File: src/rtl/mips_multicycle_controller.sv
// ---------------------------------------------------------------------------
// mips_multicycle_controller
//   Control unit of the multicycle MIPS CPU. A Moore FSM steps each
//   instruction through fetch, decode, execute, memory and writeback. An ALU
//   decoder turns the FSM's aluop (and funct, for R-type) into the ALU
//   function code.
//
// Ports
//   clk         in   1  single clock, rising edge
//   reset       in   1  synchronous, active-high; loads FETCH
//   op          in   6  instruction[31:26]
//   funct       in   6  instruction[5:0]
//   zero        in   1  ALU result == 0
//   pcen        out  1  PC write enable (pcwrite | branch&zero | branchne&~zero)
//   memwrite    out  1  memory write enable
//   irwrite     out  1  instruction register write enable
//   regwrite    out  1  register file write enable
//   alusrca     out  1  0: PC, 1: register A
//   iord        out  1  0: address = PC, 1: address = ALUOut
//   memtoreg    out  1  0: ALUOut, 1: data register
//   regdst      out  1  0: rt, 1: rd
//   alusrcb     out  2  00 B, 01 const 4, 10 signimm, 11 signimm<<2
//   pcsrc       out  2  00 ALUResult, 01 ALUOut, 10 jump target
//   alucontrol  out  4  ALU function code
//   state_dbg   out  4  current FSM state encoding (observability only)
//
// Handshake: none. The controller has no valid/ready interface; op, funct
// and zero are sampled every cycle and op must be held stable for the whole
// instruction (it is re-examined in DECODE, MEMADR and IMMEX).
// ---------------------------------------------------------------------------
module mips_multicycle_controller (
   input  logic       clk,
   input  logic       reset,
   input  logic [5:0] op,
   input  logic [5:0] funct,
   input  logic       zero,
   output logic       pcen,
   output logic       memwrite,
   output logic       irwrite,
   output logic       regwrite,
   output logic       alusrca,
   output logic       iord,
   output logic       memtoreg,
   output logic       regdst,
   output logic [1:0] alusrcb,
   output logic [1:0] pcsrc,
   output logic [3:0] alucontrol,
   output logic [3:0] state_dbg
);

   // Opcodes
   localparam logic [5:0] OP_RTYPE = 6'b000000;
   localparam logic [5:0] OP_LW    = 6'b100011;
   localparam logic [5:0] OP_SW    = 6'b101011;
   localparam logic [5:0] OP_BEQ   = 6'b000100;
   localparam logic [5:0] OP_BNE   = 6'b000101;
   localparam logic [5:0] OP_ADDI  = 6'b001000;
   localparam logic [5:0] OP_ANDI  = 6'b001100;
   localparam logic [5:0] OP_ORI   = 6'b001101;
   localparam logic [5:0] OP_SLTI  = 6'b001010;
   localparam logic [5:0] OP_J     = 6'b000010;

   // R-type funct codes
   localparam logic [5:0] FN_ADD = 6'b100000;
   localparam logic [5:0] FN_SUB = 6'b100010;
   localparam logic [5:0] FN_AND = 6'b100100;
   localparam logic [5:0] FN_OR  = 6'b100101;
   localparam logic [5:0] FN_SLT = 6'b101010;
   localparam logic [5:0] FN_NOR = 6'b100111;

   // aluop encodings
   localparam logic [2:0] ALUOP_ADD   = 3'b000;
   localparam logic [2:0] ALUOP_SUB   = 3'b001;
   localparam logic [2:0] ALUOP_FUNCT = 3'b010;
   localparam logic [2:0] ALUOP_AND   = 3'b011;
   localparam logic [2:0] ALUOP_OR    = 3'b100;
   localparam logic [2:0] ALUOP_SLT   = 3'b101;

   // ALU function codes
   localparam logic [3:0] ALU_AND = 4'b0000;
   localparam logic [3:0] ALU_OR  = 4'b0001;
   localparam logic [3:0] ALU_ADD = 4'b0010;
   localparam logic [3:0] ALU_SUB = 4'b0110;
   localparam logic [3:0] ALU_SLT = 4'b0111;
   localparam logic [3:0] ALU_NOR = 4'b1100;

   typedef enum logic [3:0] {
      FETCH   = 4'd0,
      DECODE  = 4'd1,
      MEMADR  = 4'd2,
      MEMRD   = 4'd3,
      MEMWB   = 4'd4,
      MEMWR   = 4'd5,
      RTYPEEX = 4'd6,
      RTYPEWB = 4'd7,
      BEQEX   = 4'd8,
      BNEEX   = 4'd9,
      IMMEX   = 4'd10,
      IMMWB   = 4'd11,
      JEX     = 4'd12
   } state_t;

   state_t     state, state_n;
   logic [2:0] aluop;

   // Raw Moore outputs before reset gating
   logic pcwrite, branch, branchne;
   logic memwrite_s, irwrite_s, regwrite_s;

   // -------------------------------------------------------------------
   // State register
   // -------------------------------------------------------------------
   always_ff @(posedge clk) begin
      if (reset) state <= FETCH;
      else       state <= state_n;
   end

   assign state_dbg = state;

   // -------------------------------------------------------------------
   // Next-state logic
   // -------------------------------------------------------------------
   always_comb begin
      state_n = FETCH;
      case (state)
         FETCH:  state_n = DECODE;
         DECODE: begin
            case (op)
               OP_LW, OP_SW:                       state_n = MEMADR;
               OP_RTYPE:                           state_n = RTYPEEX;
               OP_BEQ:                             state_n = BEQEX;
               OP_BNE:                             state_n = BNEEX;
               OP_ADDI, OP_ANDI, OP_ORI, OP_SLTI:  state_n = IMMEX;
               OP_J:                               state_n = JEX;
               default:                            state_n = FETCH; // unknown op: drop it
            endcase
         end
         MEMADR: begin
            if (op == OP_LW)      state_n = MEMRD;
            else if (op == OP_SW) state_n = MEMWR;
            else                  state_n = FETCH; // op changed underneath us
         end
         MEMRD:   state_n = MEMWB;
         MEMWB:   state_n = FETCH;
         MEMWR:   state_n = FETCH;
         RTYPEEX: state_n = RTYPEWB;
         RTYPEWB: state_n = FETCH;
         BEQEX:   state_n = FETCH;
         BNEEX:   state_n = FETCH;
         IMMEX:   state_n = IMMWB;
         IMMWB:   state_n = FETCH;
         JEX:     state_n = FETCH;
         default: state_n = FETCH;
      endcase
   end

   // -------------------------------------------------------------------
   // Moore output decode
   // -------------------------------------------------------------------
   always_comb begin
      pcwrite    = 1'b0;
      branch     = 1'b0;
      branchne   = 1'b0;
      memwrite_s = 1'b0;
      irwrite_s  = 1'b0;
      regwrite_s = 1'b0;
      alusrca    = 1'b0;
      iord       = 1'b0;
      memtoreg   = 1'b0;
      regdst     = 1'b0;
      alusrcb    = 2'b00;
      pcsrc      = 2'b00;
      aluop      = ALUOP_ADD;
      case (state)
         FETCH: begin
            alusrcb   = 2'b01;
            irwrite_s = 1'b1;
            pcwrite   = 1'b1;
         end
         DECODE: begin
            // Precompute the branch target while the opcode is decoded
            alusrcb = 2'b11;
         end
         MEMADR: begin
            alusrca = 1'b1;
            alusrcb = 2'b10;
         end
         MEMRD: begin
            iord = 1'b1;
         end
         MEMWB: begin
            memtoreg   = 1'b1;
            regwrite_s = 1'b1;
         end
         MEMWR: begin
            iord       = 1'b1;
            memwrite_s = 1'b1;
         end
         RTYPEEX: begin
            alusrca = 1'b1;
            aluop   = ALUOP_FUNCT;
         end
         RTYPEWB: begin
            regdst     = 1'b1;
            regwrite_s = 1'b1;
         end
         BEQEX: begin
            alusrca = 1'b1;
            aluop   = ALUOP_SUB;
            pcsrc   = 2'b01;
            branch  = 1'b1;
         end
         BNEEX: begin
            alusrca  = 1'b1;
            aluop    = ALUOP_SUB;
            pcsrc    = 2'b01;
            branchne = 1'b1;
         end
         IMMEX: begin
            alusrca = 1'b1;
            alusrcb = 2'b10;
            case (op)
               OP_ANDI: aluop = ALUOP_AND;
               OP_ORI:  aluop = ALUOP_OR;
               OP_SLTI: aluop = ALUOP_SLT;
               default: aluop = ALUOP_ADD; // ADDI
            endcase
         end
         IMMWB: begin
            regwrite_s = 1'b1;
         end
         JEX: begin
            pcsrc   = 2'b10;
            pcwrite = 1'b1;
         end
         default: ;
      endcase
   end

   // Write enables are held off while reset is asserted so an aborted
   // instruction can never commit anything.
   assign pcen     = ~reset & (pcwrite | (branch & zero) | (branchne & ~zero));
   assign irwrite  = ~reset & irwrite_s;
   assign memwrite = ~reset & memwrite_s;
   assign regwrite = ~reset & regwrite_s;

   // -------------------------------------------------------------------
   // ALU decoder
   // -------------------------------------------------------------------
   always_comb begin
      alucontrol = ALU_ADD;
      case (aluop)
         ALUOP_ADD: alucontrol = ALU_ADD;
         ALUOP_SUB: alucontrol = ALU_SUB;
         ALUOP_AND: alucontrol = ALU_AND;
         ALUOP_OR:  alucontrol = ALU_OR;
         ALUOP_SLT: alucontrol = ALU_SLT;
         ALUOP_FUNCT: begin
            case (funct)
               FN_ADD:  alucontrol = ALU_ADD;
               FN_SUB:  alucontrol = ALU_SUB;
               FN_AND:  alucontrol = ALU_AND;
               FN_OR:   alucontrol = ALU_OR;
               FN_SLT:  alucontrol = ALU_SLT;
               FN_NOR:  alucontrol = ALU_NOR;
               default: alucontrol = ALU_ADD;
            endcase
         end
         default: alucontrol = ALU_ADD;
      endcase
   end

endmodule

File: config.mk
export PLATFORM = sky130hd
export DESIGN_NAME = mips_multicycle_controller
export DESIGN_NICKNAME = d
export VERILOG_FILES = /design/src/rtl/mips_multicycle_controller.sv
export SDC_FILE = /design/constraint.sdc
export NUM_CORES = 1
export LEC_CHECK = 0
export CAP_MARGIN = 20
export CORE_MARGIN = 5
export CORE_UTILIZATION = 39
export CTS_CLUSTER_SIZE = 28
export DETAILED_ROUTE_END_ITERATION = 7
export GPL_TIMING_DRIVEN = 0
export PLACE_DENSITY = 0.83
export SETUP_SLACK_MARGIN = 0.1
export SYNTH_ARGS = -nofsm -noshare
export SYNTH_HDL_FRONTEND = slang
export SYNTH_SLANG_ARGS = --single-unit
File: constraint.sdc
create_clock -name clk -period 3.7 [get_ports clk]
set_input_delay 0.555 -clock clk [delete_from_list [all_inputs] [get_ports clk]]
set_output_delay 0.555 -clock clk [all_outputs]
set_load 0.005 [all_outputs]
* Word-level counts from Yosys, hierarchy flattened *
Cells that the tools add are included.

word-level totals
  bits of input ports = 15
  output and inout bits = 20
  logic and storage cells = 72
  register bits = 4

operators by class
  equal/unequal tests = 31
  reductions and logical operators = 10
  bitwise operators = 10
  multiplexer cells = 20

operators with widths
  kind                count
  $pmux 4 s6          2
  $eq 6x6->1 const B  7
  $pmux 4 s5          2
  $eq 6x4->1 const B  4
  $eq 4x4->1 const B  5
  $pmux 3 s3          2
  $eq 4x3->1 const B  4
  $eq 6x3->1 const B  2
  $mux 1              10
  $reduce_or 2->1     5
  $eq 4x2->1 const B  2
  $and 1x1->1         6
  $eq 3x2->1 const B  2
  $eq 3x3->1 const B  2
  $eq 6x2->1 const B  1
  $logic_not 6->1     1
  $mux 3              2
  $pmux 2 s3          1
  $reduce_or 5->1     1
  $eq 4x1->1 const B  1
  $logic_not 4->1     1
  $pmux 2 s2          1
  $reduce_or 4->1     1
  $eq 3x1->1 const B  1
  3 further kinds     5

* Logic depth before layout (Yosys ltp) *
Gate-level depths: netlist of the first run.

  depth in word-level cells = 6
  gate-level depth with buffers = 5
  gate-level depth less buffers = 4

* Worst setup path after synthesis of the first run *
OpenSTA, ideal clock, no wires.

  path type = flip-flop to output port
  start point = register state[1], in the netlist state_dbg[1]
  end point = output alucontrol[3]
  required time = 3.145 ns
  slack = 1.975 ns
  buffers on the path = 1
  cell stages (with the launch flop) = 6
  arrival = 1.170 ns
  cell sequence = dfxtp_1 clkbuf_2 and2b_1 nand4b_1 nor3b_2 and3_1

between the ends
  longest elaborated chain between the ends = 5
  elaborated cells on any way between the ends = 12
  classes of those cells = 9 x eq/ne; 2 x mux; 1 x reduce/logical

ends and longest elaborated chain
  element                             RTL line  source
  start: declaration                  103       state_t state, state_n;
  start signal: assignment            115       else state <= state_n;
  $eq 4x4->1                          174       case (state)
  $reduce_or 2->1 (no line)           -
  $pmux 3 s3 *                        174
  $eq 3x2->1 (tied with other cells)  252       case (aluop)
  $pmux 4 s5 *                        252
  end: declaration                    47        output logic [3:0] alucontrol,

Every way passes the cells marked *; elsewhere a longest branch is shown, timed or not.

* Final worst setup path of the first run *
  start point = input funct[3]
  end point = output alucontrol[2]

between the ends
  longest elaborated chain between the ends = 3
  elaborated cells on any way between the ends = 7
  classes of those cells = 5 x eq/ne; 2 x mux

ends and longest elaborated chain
  element             RTL line  source
  start: declaration  35        input logic [5:0] funct,
  $eq 6x6->1          259       case (funct)
  $pmux 4 s5 *        259
  $pmux 4 s5 *        252

Marked as above.

==> flow_summary.json, run 1 <==
{
  "outcome": "complete, no violations",
  "cp-start-kind": "input pin",
  "dp_cells": 137,
  "cts_tree": "done",
  "cp-end-kind": "primary output",
  "antenna_found_initial": 0,
  "grt_usage_pct": 16.06,
  "max_stage_delay_ns": 0.53,
  "cts_buffers": 3,
  "overflow": 0,
  "critPathMaxFanout": 4,
  "maxSlewViolCount": 0,
  "maxCapViolCount": 0,
  "core_area_um2": 1471,
  "ys.flop_type": "dfxtp_1",
  "grt_pass1_vias": 715,
  "cts_buffer_depth": 2,
  "initial_core_util_pct": 40.31,
  "min_from": "state_dbg[2]$_SDFF_PP0_",
  "fin_cells": 140,
  "whs_ns": 0.7452,
  "synth_nets": 102,
  "crit_arrival_ns": 2.19,
  "crit_buf_inv": 2,
  "largest_register_ffs": 4,
  "crit_slowest_cell": "clkdlybuf4s50_1",
  "die-height_um": 49.00,
  "io_pins": 35,
  "dr.pass1.iters": 4,
  "hpwlAfterDp_mm": 1.567,
  "routabilityCongestion": 0.8253,
  "grt_pass1_wl_mm": 3.174,
  "final-setup-viol-count": 0,
  "synthCells": 87,
  "power.leakage_nw": 0.3618,
  "n_antenna_cell": 0,
  "ant_nets": 0,
  "rsz0062_at_grt": "false",
  "path_clk_slew_ns": 0.04,
  "synth_edf_count": 0,
  "vdd_drop_max_uv": 193.2,
  "yosysSeqAreaShare_pct": 13.50,
  "drc": 0,
  "vias_per_cell": 5.671,
  "min_period_over_period_pct": 74.21,
  "dieArea_um2": 2401,
  "drive_gt1_share_pct": 9.677,
  "hold_viol": 0,
  "post_cts_buffers": 0,
  "cts-resized-gates": 0,
  "num_rows": 14,
  "path_cells": "clkdlybuf4s50_1, and3b_1, o21ai_0, o21bai_1, a31o_2, clkdlybuf4s50_1",
  "tightest_slew_ns": 0.4194,
  "io_buffers": 34,
  "cts-root-buf": "clkbuf_4",
  "required_ns": 3.14,
  "crit_type": "input pin to primary output",
  "synthArstFlopShare_pct": 0,
  "wl_mm": 1.954,
  "p_per_area_nw_per_um2": 161.9,
  "critPathLaunch": "funct[3]",
  "crit_family": "buffers and inverters",
  "nets": 141,
  "finalSetupTns_ns": 0,
  "die_w_um": 49.00,
  "period_minus_slack_ns": 2.746,
  "clock_sinks": 4,
  "slew_headroom_pct": 71.32,
  "first_iter_violations": 12,
  "cts_hold_buf": 0,
  "wl_per_cell_um": 13.96,
  "h-tree-depth": 1,
  "yosysWarnings": 0,
  "syn_to_final_growth_pct": 64.56,
  "synth_seq_cells": 4,
  "cp_common_cell": "clkdlybuf4s50_1",
  "r2r-start": "state_dbg[0]$_SDFF_PP0_",
  "clock.fmax_mhz": 364.2,
  "min_path_type": "flip-flop to flip-flop",
  "synth_area_um2": 593.1,
  "avgSynthCellArea_um2": 6.817,
  "skew_ns": 0.0001655,
  "clk_latency_ns": 0.23,
  "synth_cell_types": 43,
  "grt_max_degree": 11,
  "vias": 794
}
[Yosys cell counts, drive strengths merged (2+ instances only)]
library cell | instances | share of area [%]
nor2 | 12 | 7.6
o21ai | 7 | 5.9
nand2 | 6 | 3.8
a21oi | 5 | 4.2
dfxtp | 4 | 14
nor3b | 4 | 5.9
and2b | 3 | 4.0
and3 | 3 | 3.2
buf | 3 | 2.5
inv | 3 | 1.9
a22o | 2 | 3.2
a31o | 2 | 3.0
clkbuf | 2 | 1.5
nand2b | 2 | 2.1
nand4b | 2 | 3.0
nor2b | 2 | 2.1
nor3 | 2 | 1.7
nor4b | 2 | 4.0
o21bai | 2 | 2.5
o31ai | 2 | 2.5
[placed cells by master (no fill, tap or decap), drive strengths merged]
master	Yosys	layout
nand3	1	1
o211ai	1	1
a2111oi	1	1
dfxtp	4	4
nor3b	4	4
a21oi	5	5
and3b	1	1
nor3	2	2
buf	3	3
o2111ai	1	1
nor4	1	1
nand4b	2	2
o21a	1	1
o31ai	2	2
nor2b	2	2
nor4b	2	2
nand2b	2	2
or3	1	1
a22o	2	2
inv	3	3
a211oi	1	1
a22oi	1	1
or2	1	1
clkdlybuf4s50	0	34
o21bai	2	2
nor2	12	12
and2b	3	3
xnor2	1	1
clkbuf	2	5
and4	1	1
nor4bb	1	1
o21ai	7	7
a21boi	1	1
and2	1	1
nand2	6	6
a311oi	1	1
and3	3	3
a31o	2	2
[worst register-to-register path, cell delays in order, from the launching register on]
cell and delay [ns]:
dfxtp_1 0.47, nor4b_2 0.25, nand2_1 0.09, nor4_1 0.29, a22o_1 0.21
[report_power, final]
group | leakage [nW] | internal (W) | switching (W)
sequential | 0.0326 | 0.0000447 | 0.00000271
combinational | 0.315 | 0.0000342 | 0.0000243
clock | 0.0138 | 0.0000362 | 0.0000159
total | 0.362 | 0.000115 | 0.0000430
[final timing paths]
path	to	slack [ns]	cells after the start
worst max register to register	state_dbg[2]$_SDFF_PP0_	2.31	4
worst min register to register	state_dbg[1]$_SDFF_PP0_	0.75	3
worst max-delay path	alucontrol[2]	0.95	6
worst min-delay path	state_dbg[1]$_SDFF_PP0_	0.75	3
[final cells by class]
cell class | instances | area (um2)
Tap cell | 16 | 20.02
Fill cell | 144 | 495.5
Sequential cell | 4 | 80.08
Timing Repair Buffer | 34 | 340.3
Multi-Input combinational cell | 75 | 478.0
Inverter | 3 | 11.26
Buffer | 5 | 23.77
Clock buffer | 3 | 22.52
[metal layers]
layer,global-route usage (%),share of wire (%),up-vias
met3,3.976,5.9,2
met1,20.99,45,364
met2,25.43,48,26
met4,5.381,0.36,0
met5,0,0,-
li1,-,-,402
[cell families after synthesis]
kind of cell / share of synthesized area (%)
compound gates: 32.07
simple gates: 47.05
buf+inv: 5.905
xor+xnor: 1.477
flops: 13.50
[per-stage QoR]
stage | area (um2) | setup WS (ns) | power (W) | util [%]
floorplan | 593.1 | 1.975 | 0.00007035 | -
global placement | 953.4 | 0.9619 | 0.0001051 | 64.80
detailed placement | 953.4 | 0.9517 | 0.0001062 | 64.80
CTS | 975.9 | 0.9449 | 0.0001600 | 66.33
global route | 975.9 | 0.8572 | 0.0001682 | 66.33
finish | 975.9 | 0.9542 | 0.0001580 | 66.33
(Power assumes the default switching activity.)
==> run 2: changes to the inputs <==
--- a/config.mk
+++ b/config.mk
@@ -7,11 +7,11 @@
 export LEC_CHECK = 0
 export CAP_MARGIN = 20
 export CORE_MARGIN = 5
-export CORE_UTILIZATION = 39
+export CORE_UTILIZATION = 33
 export CTS_CLUSTER_SIZE = 28
 export DETAILED_ROUTE_END_ITERATION = 7
 export GPL_TIMING_DRIVEN = 0
-export PLACE_DENSITY = 0.83
+export PLACE_DENSITY = 0.75
 export SETUP_SLACK_MARGIN = 0.1
 export SYNTH_ARGS = -nofsm -noshare
 export SYNTH_HDL_FRONTEND = slang
==> constraint.sdc (replaced) <==
create_clock -name clk -period 2.4 [get_ports clk]
set_input_delay 0.36 -clock clk [delete_from_list [all_inputs] [get_ports clk]]
set_output_delay 0.36 -clock clk [all_outputs]
set_load 0.005 [all_outputs]
==> flow_summary.json, run 2 (synthesized netlist as in run 1, its figures left out) <==
{
  "outcome": "complete, no violations",
  "grt_usage_pct": 15.18,
  "p_per_area_nw_per_um2": 247.8,
  "p_clk_share_pct": 35.0,
  "clock.fmax_mhz": 449.4,
  "clk_latency_ns": 0.25,
  "core_area_um2": 1727,
  "initial_core_util_pct": 34.35,
  "wl_per_cell_um": 13.00,
  "dr.pass1.iters": 4,
  "final_cell_mix": "27 x clkdlybuf4s50_1, 10 x nor2_1, 7 x o21ai_0",
  "ant_nets": 0,
  "final_common_cell": "clkdlybuf4s50_1",
  "maxSlewViolCount": 0,
  "required_ns": 2.04,
  "die_w_um": 52.40,
  "final-setup-viol-count": 0,
  "p_comb_share_pct": 35.8,
  "overflow": 0,
  "first_iter_violations": 18,
  "crit_type": "flip-flop to primary output",
  "critPathMaxFanout": 8,
  "num_rows": 15,
  "n_antenna_cell": 0,
  "min_path_type": "input pin to flip-flop",
  "hold_viol": 0,
  "path_cells": "clkbuf_4, and2b_2, and4_1, a22oi_1, clkdlybuf4s50_1",
  "seqPwrFrac_pct": 29.1,
  "io_buffers": 34,
  "period_minus_slack_ns": 2.225,
  "power.leakage_nw": 0.4253,
  "slew_headroom_pct": 67.73,
  "maxCapViolCount": 0,
  "dieArea_um2": 2745,
  "p_sw_w": 0.00007467,
  "skew_ns": 0.007933,
  "cp-start-kind": "flip-flop",
  "hpwlAfterDp_mm": 1.483,
  "grt_pass1_wl_mm": 3.118,
  "clock_sinks": 4,
  "cts_hold_buf": 0,
  "largest_register_ffs": 4,
  "grt_pass1_vias": 744,
  "cp-end-kind": "primary output",
  "max_stage_delay_ns": 0.53,
  "wl_mm": 1.950,
  "vias": 791,
  "drive_gt1_share_pct": 16.00,
  "cts_tree": "done",
  "path_clk_slew_ns": 0.04,
  "crit_slowest_cell": "clkdlybuf4s50_1",
  "grt_max_degree": 11,
  "crit_arrival_ns": 1.87,
  "min_period_over_period_pct": 92.72,
  "syn_to_final_growth_pct": 71.73,
  "cts-root-buf": "clkbuf_4",
  "tightest_slew_ns": 0.4718,
  "vias_per_cell": 5.273,
  "h-tree-depth": 1,
  "crit_family": "buffers and inverters",
  "antenna_found_initial": 0,
  "routabilityCongestion": 0.8075,
  "fin_area_um2": 1018,
  "place_area_um2": 964.7,
  "io_pins": 35,
  "cts_buffer_depth": 2,
  "intPower_w": 0.0001777,
  "rsz0062_at_grt": "true",
  "cts_buffers": 3,
  "crit_buf_inv": 2,
  "switching_share_pct": 29.59,
  "die-height_um": 52.40,
  "finalSetupTns_ns": 0,
  "nets": 142,
  "vdd_drop_max_uv": 319.9,
  "drc": 0
}
run 2: changes by cell type in the layout (fill, tap and decap cells not counted), moves of 2 or more:
cell	previous run	this run
dlygate4sd2_1	0	4
dfxtp_1	4	2
nor2_1	12	10
dfxtp_2	0	2
dlymetal6s2s_1	0	3
clkdlybuf4s50_1	34	27
nor2_2	0	2
clkbuf_4	3	5
run 2: metal layers:
layer,GRT usage (%),up-vias,share of wire [%],routed length (um)
met3,1.994,2,7.5,146
li1,-,404,-,-
met1,19.22,353,47,921
met5,0,-,0,0
met2,24.79,32,44,855
met4,7.660,0,1.3,26
run 2: area by class of cell:
class                   instances  area [um2]
flip-flops and latches          4       82.58
repair buffers                 35       350.3
clock buffers                   3       22.52
fillers                       181       708.2
well taps                      25       31.28
plain buffers                   5       30.03
multi-input cells              75       490.5
inverters                       3       11.26
run 2: worst paths after layout:
| check | startpoint | slack, ns | cells after the start | endpoint |
|---|---|---|---|---|
| worst min register to register | state_dbg[0]$_SDFF_PP0_ | 0.64 | 3 | state_dbg[3]$_SDFF_PP0_ |
| worst max register to register | state_dbg[2]$_SDFF_PP0_ | 1.04 | 3 | state_dbg[2]$_SDFF_PP0_ |
| worst max-delay path | state_dbg[1]$_SDFF_PP0_ | 0.17 | 5 | alucontrol[1] |
| worst min-delay path | op[5] | 0.61 | 4 | state_dbg[3]$_SDFF_PP0_ |
run 2: tightest hold or removal path, stage by stage:
cell	delay (ns)
dlymetal6s2s_1	0.18
nor2_1	0.09
o2111ai_1	0.12
a211oi_1	0.07
run 2: stage by stage:
step / std cells / hold WS [ns] / setup slack (ns) / total power (W) / utilization (%)
floorplan: 87 / 0.4328 / 0.8699 / 0.0001085 / -
global placement: 146 / 0.7459 / 0.03620 / 0.0001626 / 55.87
detailed placement: 146 / 0.7496 / 0.03325 / 0.0001638 / 55.87
CTS: 149 / 0.6542 / 0.04890 / 0.0002573 / 57.75
global route: 150 / 0.6958 / 0.09762 / 0.0002693 / 58.99
finish: 150 / 0.6131 / 0.1746 / 0.0002524 / 58.99
run 2: what timing repair did:
action	in CTS	in global routing
buffers inserted	0	1
resized for setup	10	7
setup endpoints to repair	5	4
pin swaps	1	1
run 2: power groups by stage:
stage / Clock [W] / Sequential, W / Combinational (W)
5_1_grt: 0.0000967 / 0.0000742 / 0.0000984
4_1_cts: 0.0000937 / 0.0000734 / 0.0000902
2_1_floorplan: 0 / 0.0000733 / 0.0000351
3_3_place_gp: 0 / 0.0000741 / 0.0000885
6_report: 0.0000884 / 0.0000735 / 0.0000905
3_5_place_dp: 0 / 0.0000741 / 0.0000897
==> run 3: changes to the inputs <==
--- a/config.mk
+++ b/config.mk
@@ -7,11 +7,11 @@
 export LEC_CHECK = 0
 export CAP_MARGIN = 20
 export CORE_MARGIN = 5
-export CORE_UTILIZATION = 33
+export CORE_UTILIZATION = 37
 export CTS_CLUSTER_SIZE = 28
 export DETAILED_ROUTE_END_ITERATION = 7
 export GPL_TIMING_DRIVEN = 0
-export PLACE_DENSITY = 0.75
+export PLACE_DENSITY = 0.79
 export SETUP_SLACK_MARGIN = 0.1
 export SYNTH_ARGS = -nofsm -noshare
 export SYNTH_HDL_FRONTEND = slang
==> constraint.sdc (replaced) <==
create_clock -name clk -period 2.5 [get_ports clk]
set_input_delay 0.375 -clock clk [delete_from_list [all_inputs] [get_ports clk]]
set_output_delay 0.375 -clock clk [all_outputs]
set_load 0.005 [all_outputs]
==> flow_summary.json, run 3 (synthesized netlist as in run 1, its figures left out) <==
{
  "outcome": "complete, no violations",
  "core_area_um2": 1506,
  "p_sw_w": 0.00006814,
  "die_w_um": 50.04,
  "power.leakage_nw": 0.4095,
  "p_comb_share_pct": 36.7,
  "cp-start-kind": "flip-flop",
  "nets": 144,
  "io_buffers": 34,
  "reg2reg_slack_ns": 1.20,
  "grt_usage_pct": 15.11,
  "grt_max_degree": 11,
  "period_minus_slack_ns": 2.324,
  "fin_area_um2": 1026,
  "cts_buffer_depth": 2,
  "min_path_type": "flip-flop to flip-flop",
  "vias": 808,
  "maxSlewViolCount": 0,
  "dr.pass1.iters": 4,
  "switching_share_pct": 28.44,
  "final_common_cell": "clkdlybuf4s50_1",
  "n_antenna_cell": 0,
  "crit_type": "flip-flop to primary output",
  "first_iter_violations": 29,
  "clk_latency_ns": 0.23,
  "tightest_slew_ns": 0.4363,
  "final-setup-viol-count": 0,
  "drc": 0,
  "wl_per_cell_um": 13.71,
  "vias_per_cell": 5.650,
  "max_stage_delay_ns": 0.52,
  "endpoint": "alucontrol[1]",
  "drive_gt1_share_pct": 18.11,
  "hpwlAfterDp_mm": 1.488,
  "clock.fmax_mhz": 430.2,
  "cts_hold_buf": 0,
  "die-height_um": 50.04,
  "cts_buffers": 3,
  "path_clk_slew_ns": 0.04,
  "rsz0062_at_grt": "true",
  "required_ns": 2.12,
  "h-tree-depth": 1,
  "place_area_um2": 953.4,
  "rr_worst_depth": 5,
  "largest_register_ffs": 4,
  "min_period_over_period_pct": 92.97,
  "dieArea_um2": 2504,
  "crit_arrival_ns": 1.95,
  "crit_slowest_cell": "clkdlybuf4s50_1",
  "syn_to_final_growth_pct": 73.00,
  "path_cells": "and2b_2, buf_4, and4_1, a22oi_1, clkdlybuf4s50_1",
  "post-route-util_pct": 68.11,
  "cts_tree": "done",
  "vdd_drop_max_uv": 252.4,
  "wl_mm": 1.960,
  "seqPwrFrac_pct": 29.5,
  "grt_pass1_wl_mm": 3.049,
  "initial_core_util_pct": 39.37,
  "hold_viol": 0,
  "finalSetupTns_ns": 0,
  "skew_ns": 0.0007541,
  "io_pins": 35,
  "whs_ns": 0.6598,
  "cts-root-buf": "clkbuf_4",
  "slew_headroom_pct": 70.16,
  "num_rows": 14,
  "p_clk_share_pct": 33.7,
  "critPathMaxFanout": 10,
  "r2r-start": "state_dbg[2]$_SDFF_PP0_",
  "maxCapViolCount": 0,
  "cp-end-kind": "primary output",
  "intPower_w": 0.0001715,
  "antenna_found_initial": 0,
  "overflow": 0,
  "routabilityCongestion": 0.8203,
  "grt_pass1_vias": 698,
  "reg2reg_to": "state_dbg[0]$_SDFF_PP0_",
  "final_cell_mix": "31 x clkdlybuf4s50_1, 10 x nor2_1, 7 x o21ai_0",
  "ant_nets": 0,
  "p_per_area_nw_per_um2": 233.5,
  "critPathLaunch": "state_dbg[0]$_SDFF_PP0_",
  "clock_sinks": 4
}
-- run 3: cell types whose count changed in the layout (fill, tap and decap cells not counted), moves of 2 or more --
cell | before | now
dlygate4sd2_1 | 4 | 1
clkdlybuf4s50_1 | 27 | 31
buf_4 | 1 | 4
clkbuf_4 | 5 | 3
-- run 3: per-stage QoR --
step	std cells	setup slack (ns)	power, W
after floorplan	87	0.9549	0.0001041
after global placement	137	0.1144	0.0001559
after detailed placement	137	0.08519	0.0001569
after CTS	141	0.09639	0.0002394
after global routing	143	0.06805	0.0002554
final	143	0.1757	0.0002396
-- run 3: area by class of cell --
class	instances	area (um2)
multi-input combinational	75	495.5
fill	129	480.5
timing repair buffer	37	366.6
sequential	4	83.83
buffer	5	26.28
clock buffer	3	22.52
tap	16	20.02
inverter	3	11.26
-- run 3: worst min-delay path by stage --
stage	start	to	slack [ns]	depth (start not counted)
floorplan	reset	state_dbg[3]$_SDFF_PP0_	0.45	1
global placement	state_dbg[3]$_SDFF_PP0_	state_dbg[1]$_SDFF_PP0_	0.74	3
detailed placement	state_dbg[2]$_SDFF_PP0_	state_dbg[1]$_SDFF_PP0_	0.73	3
CTS	state_dbg[3]$_SDFF_PP0_	state_dbg[1]$_SDFF_PP0_	0.76	3
global route	state_dbg[0]$_SDFF_PP0_	state_dbg[3]$_SDFF_PP0_	0.73	3
finish	state_dbg[0]$_SDFF_PP0_	state_dbg[3]$_SDFF_PP0_	0.66	3
-- run 3: power by group through the flow --
stage / sequential, W / combinational [W] / clock (W)
after global routing: 0.0000712 / 0.0000950 / 0.0000892
after detailed placement: 0.0000714 / 0.0000856 / 0
after floorplan: 0.0000704 / 0.0000337 / 0
after CTS: 0.0000702 / 0.0000856 / 0.0000836
final: 0.0000708 / 0.0000880 / 0.0000808
after global placement: 0.0000711 / 0.0000847 / 0
-- run 3: layer usage --
| layer | track usage, % | wire, um | up-vias | share of wire, % |
|---|---|---|---|---|
| li1 | - | - | 405 | - |
| met1 | 18.39 | 884 | 370 | 45 |
| met2 | 24.48 | 914 | 31 | 47 |
| met3 | 5.723 | 154 | 2 | 7.9 |
| met4 | 3.930 | 7 | 0 | 0.36 |
| met5 | 0 | 0 | - | 0 |
-- run 3: worst max-delay path: cells and delay by family, from the launching register on --
kind / cells / cell delay (ns)
buffers and inverters: 2 / 0.66
AND/OR/NAND/NOR: 2 / 0.47
flip-flops: 1 / 0.41
AO/OA/AOI/OAI: 1 / 0.18
-- run 3: timing repair --
action	in CTS	in global routing
pin swaps	2	3
gates resized for setup	1	13
buffers inserted	1	2
setup endpoints to repair	2	6
